===== src/rtl/skee_timer_pkg.sv =====
// Shared types and default rate constants for the hold-timer block.
package skee_timer_pkg;

    typedef enum logic {
        IDLE = 1'b0,
        RUN  = 1'b1
    } ch_state_e;

    localparam int CLK_HZ  = 50000000;
    localparam int TICK_HZ = 10;
    localparam int DEF_DIV = CLK_HZ / TICK_HZ;

endpackage


===== src/rtl/skee_tick_gen.sv =====
// Prescaler: counts 0..DIV-1 and strobes tick on the last count.
module skee_tick_gen #(
    parameter int DIV = 5000000
) (
    input  logic clk,
    input  logic Reset,
    output logic tick
);

    localparam int CW = (DIV > 1) ? $clog2(DIV) : 1;
    localparam logic [CW-1:0] LAST = CW'(DIV - 1);

    logic [CW-1:0] cnt_q;
    logic [CW-1:0] cnt_d;

    assign tick = (cnt_q == LAST);

    always_comb begin
        cnt_d = tick ? '0 : cnt_q + 1'b1;
    end

    always_ff @(posedge clk) begin
        if (Reset) cnt_q <= '0;
        else       cnt_q <= cnt_d;
    end

endmodule


===== src/rtl/multi_hold_timer.sv =====
// Multi-channel hold timer with shared prescaler.
// Build option: MULTI_HOLD_TIMER_RETRIGGER_EN lets a trigger in RUN reload.
module multi_hold_timer
    import skee_timer_pkg::*;
#(
    parameter int NUM_CH = 4,
    parameter int CNT_W  = 4,
    parameter int DIV    = DEF_DIV
) (
    input  logic                    clk,
    input  logic                    Reset,
    input  logic [NUM_CH-1:0]       sense,
    input  logic [CNT_W-1:0]        duration,
    output logic [NUM_CH-1:0]       active,
    output logic [NUM_CH-1:0]       done,
    output logic [NUM_CH*CNT_W-1:0] remain,
    output logic                    tick
);

    localparam logic [CNT_W-1:0] ONE = CNT_W'(1);

    logic dur_nz;

    assign dur_nz = |duration;

    skee_tick_gen #(
        .DIV (DIV)
    ) u_tick (
        .clk   (clk),
        .Reset (Reset),
        .tick  (tick)
    );

    for (genvar i = 0; i < NUM_CH; i++) begin : g_ch
        ch_state_e        state_q;
        logic [CNT_W-1:0] rem_q;
        logic             done_q;
        logic             sense_q;
        logic             trig;

        assign trig = sense[i] & ~sense_q;

        always_ff @(posedge clk) begin
            if (Reset) begin
                state_q <= IDLE;
                rem_q   <= '0;
                done_q  <= 1'b0;
                sense_q <= 1'b0;
            end else begin
                sense_q <= sense[i];
                done_q  <= 1'b0;
                unique case (state_q)
                    IDLE: begin
                        if (trig) begin
                            if (dur_nz) begin
                                state_q <= RUN;
                                rem_q   <= duration;
                            end else begin
                                done_q  <= 1'b1;
                            end
                        end
                    end
                    RUN: begin
`ifdef MULTI_HOLD_TIMER_RETRIGGER_EN
                        // Retrigger outranks a same-cycle tick or expiry.
                        if (trig) begin
                            if (dur_nz) begin
                                rem_q   <= duration;
                            end else begin
                                state_q <= IDLE;
                                rem_q   <= '0;
                                done_q  <= 1'b1;
                            end
                        end else
`endif
                        if (tick) begin
                            if (rem_q > ONE) begin
                                rem_q   <= rem_q - ONE;
                            end else begin
                                state_q <= IDLE;
                                rem_q   <= '0;
                                done_q  <= 1'b1;
                            end
                        end
                    end
                    default: state_q <= IDLE;
                endcase
            end
        end

        assign active[i]                  = (state_q == RUN);
        assign done[i]                    = done_q;
        assign remain[i*CNT_W +: CNT_W]   = rem_q;
    end

endmodule


===== config.mk =====
export PLATFORM = sky130hd
export DESIGN_NAME = multi_hold_timer
export DESIGN_NICKNAME = d
export VERILOG_FILES = /design/src/rtl/skee_timer_pkg.sv /design/src/rtl/skee_tick_gen.sv /design/src/rtl/multi_hold_timer.sv
export SDC_FILE = /design/constraint.sdc
export NUM_CORES = 1
export LEC_CHECK = 0
export CAP_MARGIN = 25
export CORE_ASPECT_RATIO = 2
export CORE_MARGIN = 3
export CORE_UTILIZATION = 25
export DETAILED_ROUTE_END_ITERATION = 6
export GPL_TIMING_DRIVEN = 0
export PLACE_DENSITY = 0.54
export SLEW_MARGIN = 10
export SYNTH_ARGS = -nofsm -noshare
export SYNTH_HDL_FRONTEND = slang
export SYNTH_SLANG_ARGS = --single-unit

===== constraint.sdc =====
create_clock -name clk -period 2.1 [get_ports clk]
set_input_delay 0.42 -clock clk [delete_from_list [all_inputs] [get_ports clk]]
set_output_delay 0.42 -clock clk [all_outputs]
set_load 0.05 [all_outputs]

; ---- Word-level counts from Yosys, hierarchy flattened
; Index checks and enable logic that the tools add are counted.
[totals]
word_cells = 108
ff_bits = 51
in_bits = 10
[op_classes]
muxes = 51
n_reduce_logical = 6
n_eq_ne = 13
n_lt_le_gt_ge = 4
add_sub_neg = 5
bitwise_logic = 12
[ops]
columns = cell, n
row1 = $mux 4, 13
row2 = $pmux 4 s2, 4
row3 = $mux 1, 26
row4 = $add 23x1->23 const B, 1
row5 = $eq 23x23->1 const B, 1
row6 = $gt 4x1->1 const B, 4
row7 = $ne 2x2->1 const B, 8
row8 = $pmux 1 s2, 8
row9 = $sub 4x1->4 const B, 4
row10 = $reduce_and 3->1, 4
row11 = $ne 2x1->1 const B, 4
row12 = $not 1->1, 8
row13 = $and 1x1->1, 4
row14 = $reduce_or 4->1, 1
row15 = $reduce_or 2->1, 1

; ---- Longest topological paths before layout
; Gate-level depths: netlist of run 1.
[logic_depth]
word_depth = 4
mapped_depth = 7
ltp_nobuf = 6

; ---- Hierarchy
; From an unflattened synthesis of run 1, not the netlist that was laid out.
[unflattened]
hier_cells = 310
area_unflattened_um2 = 2761.4
[modules_own_cells]
columns = module, cells_per_inst, area_per_inst_um2, instances
row1 = multi_hold_timer, 188, 1655.3, 1
row2 = skee_tick_gen, 122, 1106.1, 1

; ---- Worst setup path before layout of run 1
; Ideal clock, no wire load.
[synth_timing]
path_kind = reg2out
start = register u_tick.cnt_q[7]
end = output port tick
arrival_ns = 2.054
n_path_buf = 1
required_time_ns = 1.680
path_stages_with_launch = 5
setup_slack_ns = -0.374
path_cell_list = dfxtp_1 -> or4b_1 -> or4_1 -> buf_2 -> nor2_1
[synth_via]
elab_chain_cells = 1
[synth_lines]
columns = item, line_no
row1 = from (decl), skee_tick_gen.sv:13  ; logic [CW-1:0] cnt_q;
row2 = from (signal assigned), skee_tick_gen.sv:24  ; else cnt_q <= cnt_d;
row3 = $eq 23x23->1, skee_tick_gen.sv:16  ; assign tick = (cnt_q == LAST);
row4 = to (decl), multi_hold_timer.sv:17  ; output logic tick
; Every way passes these cells.

; ---- Worst setup path in the final report of run 1
; Ends and elaborated chain as after synthesis.

==> results.py, run 1 <==
metrics = {
    "pwr": {
        "ir_drop_v": 0.0002874,
        "p_leak_uw": 0.001318,
        "power.total_uw": 2413,
        "powerDensity_mw_per_mm2": 662.4,
    },
    "timing": {
        "timing.fmax_mhz": 430.9,
        "hold_viol_final": 0,
        "setup_viol": 31,
        "finalCriticalPeriod_ps": 2321,
        "hold_ws_ps": 441.4,
        "drv_slew": 0,
        "maxSlewHeadroom_pct": 64.80,
        "rsz0062_at_grt": "true",
        "worst_pin_slew_ps": 523.6,
        "post-route-period-util_pct": 110.5,
        "fin_ws_ps": -220.9,
        "fin_skew_ps": 7.400,
    },
    "worst_setup_path": {
        "rrSetupSlack_ps": -140,
        "timing.rr.end": "g_ch[2].rem_q[3]",
        "end_kind": "output port",
        "critical_path_arrival_ps": 1900,
        "cp-endpoint": "tick",
        "r2r_cells": 6,
        "rr_startpoint": "u_tick.cnt_q[7]",
        "worst_setup_path_start_kind": "flip-flop",
        "worstSetupPathType": "flip-flop to output port",
        "crit_path_max_fanout": 2,
        "cp.required_ps": 1680,
        "crit_start": "u_tick.cnt_q[7]",
    },
    "logic_synthesis": {
        "synth_edf_count": 0,
        "ys.flop_type": "dfxtp_1",
        "async_flop_share_pct": 0,
        "synth_nets": 354,
        "ys_warn_count": 0,
        "avgSynthCellArea_sq_um": 8.366,
        "syn-instance-count": 335,
        "yosysSeqAreaShare_pct": 36.43,
        "ys_ff_latch": 51,
        "netlist_area_sq_mm": 0.002803,
        "synthDistinctLibCells": 43,
    },
    "clock_tree": {
        "tritoncts": "yes",
        "path_clk_slew_ps": 70,
        "cts-root-buf": "clkbuf_16",
        "cts-hold-fix-buffers": 0,
        "clkSinkCount": 51,
        "h-tree-depth": 2,
        "cts_made_buffers": 5,
        "worstSkewPairLatency_ps": 290,
        "cts_buffer_depth": 2,
    },
    "floorplanning": {
        "die_area_sq_mm": 0.01259,
        "die_y_um": 155.7,
        "fp-row-count": 54,
        "pin_count": 35,
        "initial_utilization_pct": 25.61,
        "die_width_um": 80.87,
        "core-area_sq_mm": 0.01095,
    },
    "placement": {
        "io_buffers": 34,
        "place_congestion": 0.7651,
        "dp_cells": 509,
        "post-dp-hpwl_um": 5849,
        "place_area_sq_mm": 0.003326,
    },
    "layout": {
        "fin_util_pct": 33.28,
        "nets": 404,
        "diodes": 0,
        "area_growth_pct": 29.96,
        "final_common_cell": "dfxtp_1",
        "final_cell_mix": "dfxtp_1, clkdlybuf4s50_1, nand2_1",
        "design_area_sq_mm": 0.003642,
        "drive_gt1_share_pct": 13.99,
        "instances_no_fill": 526,
    },
    "routing": {
        "vias": 2615,
        "ant_nets": 0,
        "first_pass_iters": 4,
        "avgRoutedWirePerCell_um": 15.01,
        "drt_iter0_markers": 109,
        "viasPerCell": 4.971,
        "drc_errors": 0,
        "wirelength_um": 7895,
    },
    "global_route": {
        "grt_pass1_wl_um": 13040,
        "grt_start_max_net_pins": 15,
        "grtUsageTotal_pct": 13.18,
        "grt_antenna_before_repair": 0,
        "grt_pass1_vias": 2634,
        "grt_overflow": 0,
    },
    "hold_path": {
        "hold_path_class": "flip-flop to flip-flop",
    },
    "run": {
        "drv_cap": 0,
    },
    "run_status": {
        "status": "finished, violations left",
        "violations": "negative setup slack",
    },
}
-- logic make-up (layout without fill, tap and decap cells) --
logic type      count (synthesis)  after routing  share of synthesized area [%]
simple gates                  147            147                          28.30
compound gates                 63             63                          15.13
flops                          51             51                          36.43
buf+inv                        35             86                          5.893
mux                            17             17                          6.161
xor+xnor                       13             13                          4.063
fa+ha+maj                       9              9                          4.018
-- area by class of cell --
type / count / area [sq um]
buffer: 21 / 127.6
clock buffer: 7 / 132.6
clock inverter: 1 / 5.005
fill: 1186 / 7303
inverter: 13 / 48.80
multi-input combinational: 249 / 1692
sequential: 51 / 1030
tap: 140 / 175.2
timing repair buffer: 44 / 431.7
-- timing repair --
| item | in CTS | in global routing |
|---|---|---|
| endpoints found under the hold margin | 0 | 0 |
| setup endpoints to repair | 40 | 47 |
| pin swaps | 1 | 3 |
| buffers inserted | 4 | 4 |
| resized for setup | 27 | 19 |
| cloned | 1 | 1 |
-- report_power, final --
part	internal (uW)	leakage, uW	switching, uW
registers	1010	0.000418	54.0
clock network	442	0.0000679	373
logic	213	0.000833	321
total	1670	0.00132	748
-- worst max-delay path, stage by stage, from the launching register on --
cell     delay (ps)
dfxtp_2         320
or4b_4          530
or4_4           450
nor2_4          150
buf_8           160
-- worst min-delay path by stage --
stage	from	end	cells after the start	slack, ps
floorplan	u_tick.cnt_q[0]	u_tick.cnt_q[0]	1	440
global placement	u_tick.cnt_q[0]	u_tick.cnt_q[0]	1	460
detailed placement	u_tick.cnt_q[0]	u_tick.cnt_q[0]	1	470
CTS	u_tick.cnt_q[0]	u_tick.cnt_q[0]	1	450
global route	u_tick.cnt_q[0]	u_tick.cnt_q[0]	1	470
finish	u_tick.cnt_q[0]	u_tick.cnt_q[0]	1	440
-- sequential cells by signal, summed over array words and instances, names as in the netlist --
register,flops
g_ch.state_q,4
g_ch.done_q,4
g_ch.sense_q,4
u_tick.cnt_q,23
g_ch.rem_q,16
-- synthesized netlist by cell type (2+ instances only) --
master      n  area (sq um)
dfxtp_1    51          1021
nand2_1    30         112.6
nor2_1     21         78.83
a21oi_1    15         75.07
mux2i_1    15         150.1
nand3_1    15         75.07
nor2b_1    14         87.58
inv_1      13         48.80
nand2b_1   12         75.07
o31ai_1    11         82.58
and3_1     10         62.56
clkbuf_1   10         37.54
o21ai_0    10         50.05
or4_1      10         75.07
ha_1        9         112.6
buf_4       8         60.06
nor4_1      8         50.05
nor3_1      7         35.03
xor2_1      7         61.31
o211ai_1    6         45.04
xnor2_1     6         52.55
a211oi_1    4         30.03
nand4_1     4         25.02
or2_2       4         25.02
buf_2       3         15.01
o31a_1      3         26.28
or3_1       3         18.77
a2111oi_0   2         17.52
a31oi_1     2         12.51
a32o_1      2         20.02
and4_1      2         17.52
mux2_2      2         22.52
nand3b_1    2         15.01
nor3b_1     2         15.01
o2111ai_1   2         17.52
o21a_1      2         15.01
o2bb2ai_1   2         17.52
-- metal layers --
| metal | track usage (%) | up-vias | share of wire, % |
|---|---|---|---|
| met2 | 25.34 | 59 | 56 |
| met5 | 0 | - | 0 |
| met4 | 4.754 | 0 | 2.7 |
| met1 | 13.88 | 1242 | 38 |
| li1 | - | 1302 | - |
| met3 | 2.023 | 12 | 3.7 |
-- through the flow --
step | setup slack, ps | setup TNS (ps)
after floorplan | 17.75 | 0
after global placement | -1056 | -17010
after detailed placement | -1061 | -17090
after CTS | -300.3 | -2046
after global routing | -261.7 | -4522
final | -220.9 | -2512
Note: power is estimated with default switching activity, not from simulation.
==> run 2: changes to the inputs <==
Settings changed: CORE_MARGIN 3 to not set, GPL_ROUTABILITY_DRIVEN set to 0.
==> run 2 against run 1 <==
Net effect:
- the run still ends with negative setup slack left
- maximum frequency barely moved
- clock skew is 4.0 ps higher
- via count up 1.2%
- hold slack improved by 32 ps
- first-iteration DRC count down 1.8%
- core utilization fell by 0.092 points
- final area shrank 0.89%
- clock power is essentially flat
- wire length decreased by 0.15%
- critical endpoint unchanged
- highest routed layer unchanged
==> results.py, run 2 (synthesis gave the netlist of run 1 again) <==
metrics = {
    "run_status": {
        "status": "finished, violations left",
        "violations": "negative setup slack",
    },
    "clock_tree": {
        "cts_made_buffers": 5,
        "cts-root-buf": "clkbuf_16",
        "path_clk_slew_ps": 70,
        "tritoncts": "yes",
        "worstSkewPairLatency_ps": 290,
        "h-tree-depth": 2,
        "clkSinkCount": 51,
        "cts_buffer_depth": 2,
    },
    "timing": {
        "hold_viol_final": 0,
        "drv_slew": 0,
        "timing.fmax_mhz": 430.5,
        "post-route-period-util_pct": 110.6,
        "rsz0062_at_grt": "true",
        "fin_skew_ps": 11.39,
        "setup_tns_ps": -1484,
        "finalCriticalPeriod_ps": 2323,
        "maxSlewHeadroom_pct": 58.35,
        "setup_viol": 23,
        "fin_ws_ps": -222.8,
        "worst_pin_slew_ps": 621.9,
    },
    "floorplanning": {
        "fp-row-count": 54,
        "die_y_um": 151.7,
        "pin_count": 35,
        "core-area_sq_mm": 0.01088,
        "initial_utilization_pct": 25.76,
        "die_width_um": 76.87,
        "die_area_sq_mm": 0.01166,
    },
    "placement": {
        "post-dp-hpwl_um": 5940,
        "io_buffers": 34,
        "place_area_sq_mm": 0.003331,
    },
    "hold_path": {
        "hold_path_class": "flip-flop to flip-flop",
        "hold_start": "u_tick.cnt_q[0]",
        "min_path_cells": 1,
        "hold_end": "u_tick.cnt_q[0]",
    },
    "pwr": {
        "swShare_pct": 31.13,
        "p_switching_uw": 750.4,
        "powerDensity_mw_per_mm2": 667.7,
        "seqPwrFrac_pct": 44.3,
        "p_leak_uw": 0.001338,
        "p_clk_share_pct": 33.8,
        "internal_power_uw": 1660,
        "comb_power_share_pct": 21.9,
        "ir_drop_v": 0.0002812,
    },
    "layout": {
        "drive_gt1_share_pct": 12.24,
        "area_growth_pct": 28.79,
        "final_cell_mix": "dfxtp_1, nand2_1, clkdlybuf4s50_1",
        "final_common_cell": "dfxtp_1",
        "nets": 402,
        "largest_register": "u_tick.cnt_q",
        "diodes": 0,
        "reg_top3": "u_tick.cnt_q: 23 flops, g_ch.rem_q: 16 flops",
        "largest_reg_flops": 23,
        "design_area_sq_mm": 0.003610,
    },
    "routing": {
        "ant_nets": 0,
        "vias": 2647,
        "viasPerCell": 5.052,
        "drt_iter0_markers": 107,
        "drc_errors": 0,
        "wirelength_um": 7883,
        "first_pass_iters": 4,
        "avgRoutedWirePerCell_um": 15.04,
    },
    "global_route": {
        "grt_overflow": 0,
        "grtUsageTotal_pct": 14.10,
        "grt_pass1_wl_um": 12900,
        "grt_start_max_net_pins": 16,
        "grt_antenna_before_repair": 0,
        "grt_pass1_vias": 2675,
    },
    "worst_setup_path": {
        "critical_path_arrival_ps": 1900,
        "rr_startpoint": "u_tick.cnt_q[7]",
        "r2r_cells": 5,
        "worstSetupPathType": "flip-flop to output port",
        "end_kind": "output port",
        "crit_path_max_fanout": 2,
        "crit_chain": "or4b_4, or4_4, nor2_4, buf_8",
        "rrSetupSlack_ps": -100,
        "worst_setup_path_start_kind": "flip-flop",
        "max_stage_delay_ps": 530,
        "timing.rr.end": "g_ch[0].rem_q[3]",
        "critPathSlowestCell": "or4b_4",
        "cp.required_ps": 1680,
    },
    "run": {
        "drv_cap": 0,
    },
}
## run 2: power groups by stage
stage / clock network [uW] / registers, uW / logic [uW]
floorplan: 0 / 1160 / 277
finish: 815 / 1070 / 528
detailed placement: 0 / 1090 / 517
CTS: 845 / 1070 / 531
global route: 869 / 1080 / 575
global placement: 0 / 1090 / 511
## run 2: layout make-up
cell class / count / area [sq um]
tap: 140 / 175.2
timing repair buffer: 42 / 414.1
sequential: 51 / 1028
buffer: 21 / 117.6
fill: 1152 / 7268
inverter: 13 / 48.80
clock buffer: 6 / 128.9
clock inverter: 2 / 12.51
multi-input combinational: 249 / 1684
## run 2: metrics by stage
stage | hold WS, ps | cells | worst slack [ps] | total power (uW) | utilization, %
floorplan | 437.7 | 335 | 17.75 | 1439 | -
global placement | 459.9 | 509 | -1241 | 1599 | 30.57
detailed placement | 462.2 | 510 | -996.4 | 1607 | 30.62
CTS | 486.9 | 524 | -278.8 | 2443 | 32.90
global route | 488.8 | 524 | -267.7 | 2521 | 33.18
finish | 473.7 | 524 | -222.8 | 2410 | 33.18
## run 2: how the worst max path moves through the flow
stage	depth (start not counted)	start	slack, ps	to
2_1_floorplan	4	u_tick.cnt_q[7]	20	tick
3_3_place_gp	5	duration[2]	-1240	g_ch[1].rem_q[3]
3_5_place_dp	6	duration[2]	-1000	g_ch[1].rem_q[3]
4_1_cts	5	u_tick.cnt_q[7]	-280	tick
5_1_grt	4	u_tick.cnt_q[7]	-270	tick
6_report	4	u_tick.cnt_q[7]	-220	tick
## run 2: critical path, delay by kind of cell (launching register included)
kind	cells	cell delay, ps
buffers and inverters	1	160
DFF	1	320
and+or+nand+nor	3	1130
## run 2: repair_timing
item / CTS / global route
hold buffers: 0 / 0
buffers inserted: 6 / 1
pin swaps: 3 / 3
endpoints found under the setup margin: 39 / 48
resized for setup: 24 / 12
## run 2: per-layer routing
metal	global-route usage (%)	wire length, um
met3	1.916	199
met2	28.71	4515
met4	7.692	267
met1	13.15	2900
met5	0	0
==> run 3: changes to the inputs <==
Settings changed: REMOVE_ABC_BUFFERS set to 1.
==> run 3 against run 2 <==
Net effect:
- the flow still finishes with violations (negative setup slack)
- critical path type unchanged
- non-clock buffer count down 17
- clock skew down 1.5 ps
- die area unchanged
- hold slack better by 2.2 ps
- sequential power about the same
==> results.py, run 3 (synthesis gave the netlist of run 1 again) <==
metrics = {
    "timing": {
        "rsz0062_at_grt": "true",
        "worst_pin_slew_ps": 851.8,
        "setup_viol": 16,
        "finalCriticalPeriod_ps": 2316,
        "timing.fmax_mhz": 431.7,
        "hold_ws_ps": 476.0,
        "drv_slew": 0,
        "maxSlewHeadroom_pct": 43.12,
        "hold_viol_final": 0,
        "fin_skew_ps": 9.923,
        "post-route-period-util_pct": 110.3,
        "fin_ws_ps": -216.2,
        "setup_tns_ps": -910.6,
    },
    "placement": {
        "post-dp-hpwl_um": 5092,
        "io_buffers": 34,
        "place_ws_ps": -1164,
        "dp_cells": 488,
    },
    "hold_path": {
        "hold_end": "u_tick.cnt_q[0]",
        "hold_path_class": "flip-flop to flip-flop",
        "hold_start": "u_tick.cnt_q[0]",
        "min_path_cells": 1,
    },
    "layout": {
        "drive_gt1_share_pct": 11.72,
        "area_growth_pct": 26.56,
        "final_cell_mix": "dfxtp_1, nand2_1, clkdlybuf4s50_1",
        "reg_top3": "u_tick.cnt_q: 23 flops, g_ch.rem_q: 16 flops",
        "largest_reg_flops": 23,
        "final_common_cell": "dfxtp_1",
        "instances_no_fill": 507,
        "diodes": 0,
        "nets": 386,
        "largest_register": "u_tick.cnt_q",
    },
    "floorplanning": {
        "core-area_sq_mm": 0.01088,
        "initial_utilization_pct": 25.76,
        "pin_count": 35,
        "die_y_um": 151.7,
        "die_width_um": 76.87,
        "fp-row-count": 54,
        "die_area_sq_mm": 0.01166,
    },
    "global_route": {
        "grt_pass1_vias": 2482,
        "use_met1_pct": 12.72,
        "grt_overflow": 0,
        "use_met2_pct": 26.07,
        "grt_antenna_before_repair": 0,
        "grt.busiest_layer": "met2",
        "grt_pass1_wl_um": 11870,
        "grtUsageMet3_pct": 2.335,
        "grtUsageTotal_pct": 12.91,
        "grt_start_max_net_pins": 19,
    },
    "worst_setup_path": {
        "worst_setup_path_start_kind": "flip-flop",
        "crit_path_max_fanout": 2,
        "crit_chain": "or4b_4, or4_4, nor2_4, buf_8",
        "rr_startpoint": "u_tick.cnt_q[6]",
        "rrSetupSlack_ps": -160,
        "timing.rr.end": "g_ch[1].rem_q[3]",
        "r2r_cells": 4,
        "critPathBufInv": 1,
        "max_stage_delay_ps": 510,
        "end_kind": "output port",
        "cp.required_ps": 1680,
        "critPathTopFamily": "simple AND/OR/NAND/NOR gates",
        "critical_path_arrival_ps": 1900,
        "critPathSlowestCell": "or4b_4",
        "crit_start": "u_tick.cnt_q[6]",
        "worstSetupPathType": "flip-flop to output port",
    },
    "clock_tree": {
        "clkSinkCount": 51,
        "tritoncts": "yes",
        "worstSkewPairLatency_ps": 290,
        "cts_made_buffers": 5,
        "cts_buffer_depth": 2,
        "cts-hold-fix-buffers": 0,
        "path_clk_slew_ps": 60,
        "cts-root-buf": "clkbuf_16",
        "h-tree-depth": 2,
    },
    "run_status": {
        "violations": "negative setup slack",
        "status": "finished, violations left",
    },
    "run": {
        "drv_cap": 0,
    },
    "routing": {
        "drt_iter0_markers": 113,
        "ant_nets": 0,
        "vias": 2529,
        "viasPerCell": 4.988,
        "first_pass_iters": 4,
        "wirelength_um": 7201,
        "drc_errors": 0,
        "avgRoutedWirePerCell_um": 14.20,
    },
    "pwr": {
        "p_leak_uw": 0.001269,
        "ir_drop_v": 0.0005417,
        "power.total_uw": 2394,
        "powerDensity_mw_per_mm2": 674.9,
    },
}
## run 3: cell types whose count changed in the layout (fill, tap and decap cells not counted), moves of 3 or more
cell / before / now
buf_4: 17 / 11
clkbuf_1: 10 / 0
dlygate4sd2_1: 1 / 4
dlymetal6s2s_1: 5 / 2
## run 3: final cells by class
cell class	count	area, sq um
clock buffers	6	138.9
repair buffers	46	442.9
fillers	1130	7331
inverters	13	52.55
well taps	140	175.2
multi-input cells	249	1697
flip-flops and latches	51	1028
clock inverters	1	5.005
repair inverters	1	7.507
## run 3: worst register-to-register path: stages (launching register included)
cell,delay [ps]
dfxtp_4,340
or4b_4,510
nor4_1,640
a31oi_2,330
mux2_2,340
## run 3: repair_timing
action / 4_1_cts / 5_1_grt
setup buffers: 6 / 5
endpoints found under the setup margin: 51 / 46
gates cloned: 1 / 0
pin swaps: 3 / 3
resized for setup: 25 / 10
## run 3: worst max path at each step
stage,cells after the start,slack (ps),to
6_report,4,-220,tick
5_1_grt,4,-260,tick
4_1_cts,4,-270,tick
3_5_place_dp,5,-1160,g_ch[1].rem_q[3]
3_3_place_gp,4,-1330,u_tick.cnt_q[18]
2_1_floorplan,3,-390,tick
## run 3: metal layers
metal / up-vias / routed length, um
li1: 1261 / -
met1: 1211 / 2768
met2: 47 / 4078
met3: 10 / 213
met4: 0 / 141
met5: - / 0
## run 3: report_power, final
part	switching (uW)	internal, uW
Combinational	296	198
Sequential	73.8	1010
Clock	350	466
## run 3: through the flow
stage / util, % / instance area, sq um
2_1_floorplan: - / 2686
3_3_place_gp: 29.43 / 3202
3_5_place_dp: 29.61 / 3221
4_1_cts: 31.86 / 3466
5_1_grt: 32.61 / 3547
6_report: 32.61 / 3547
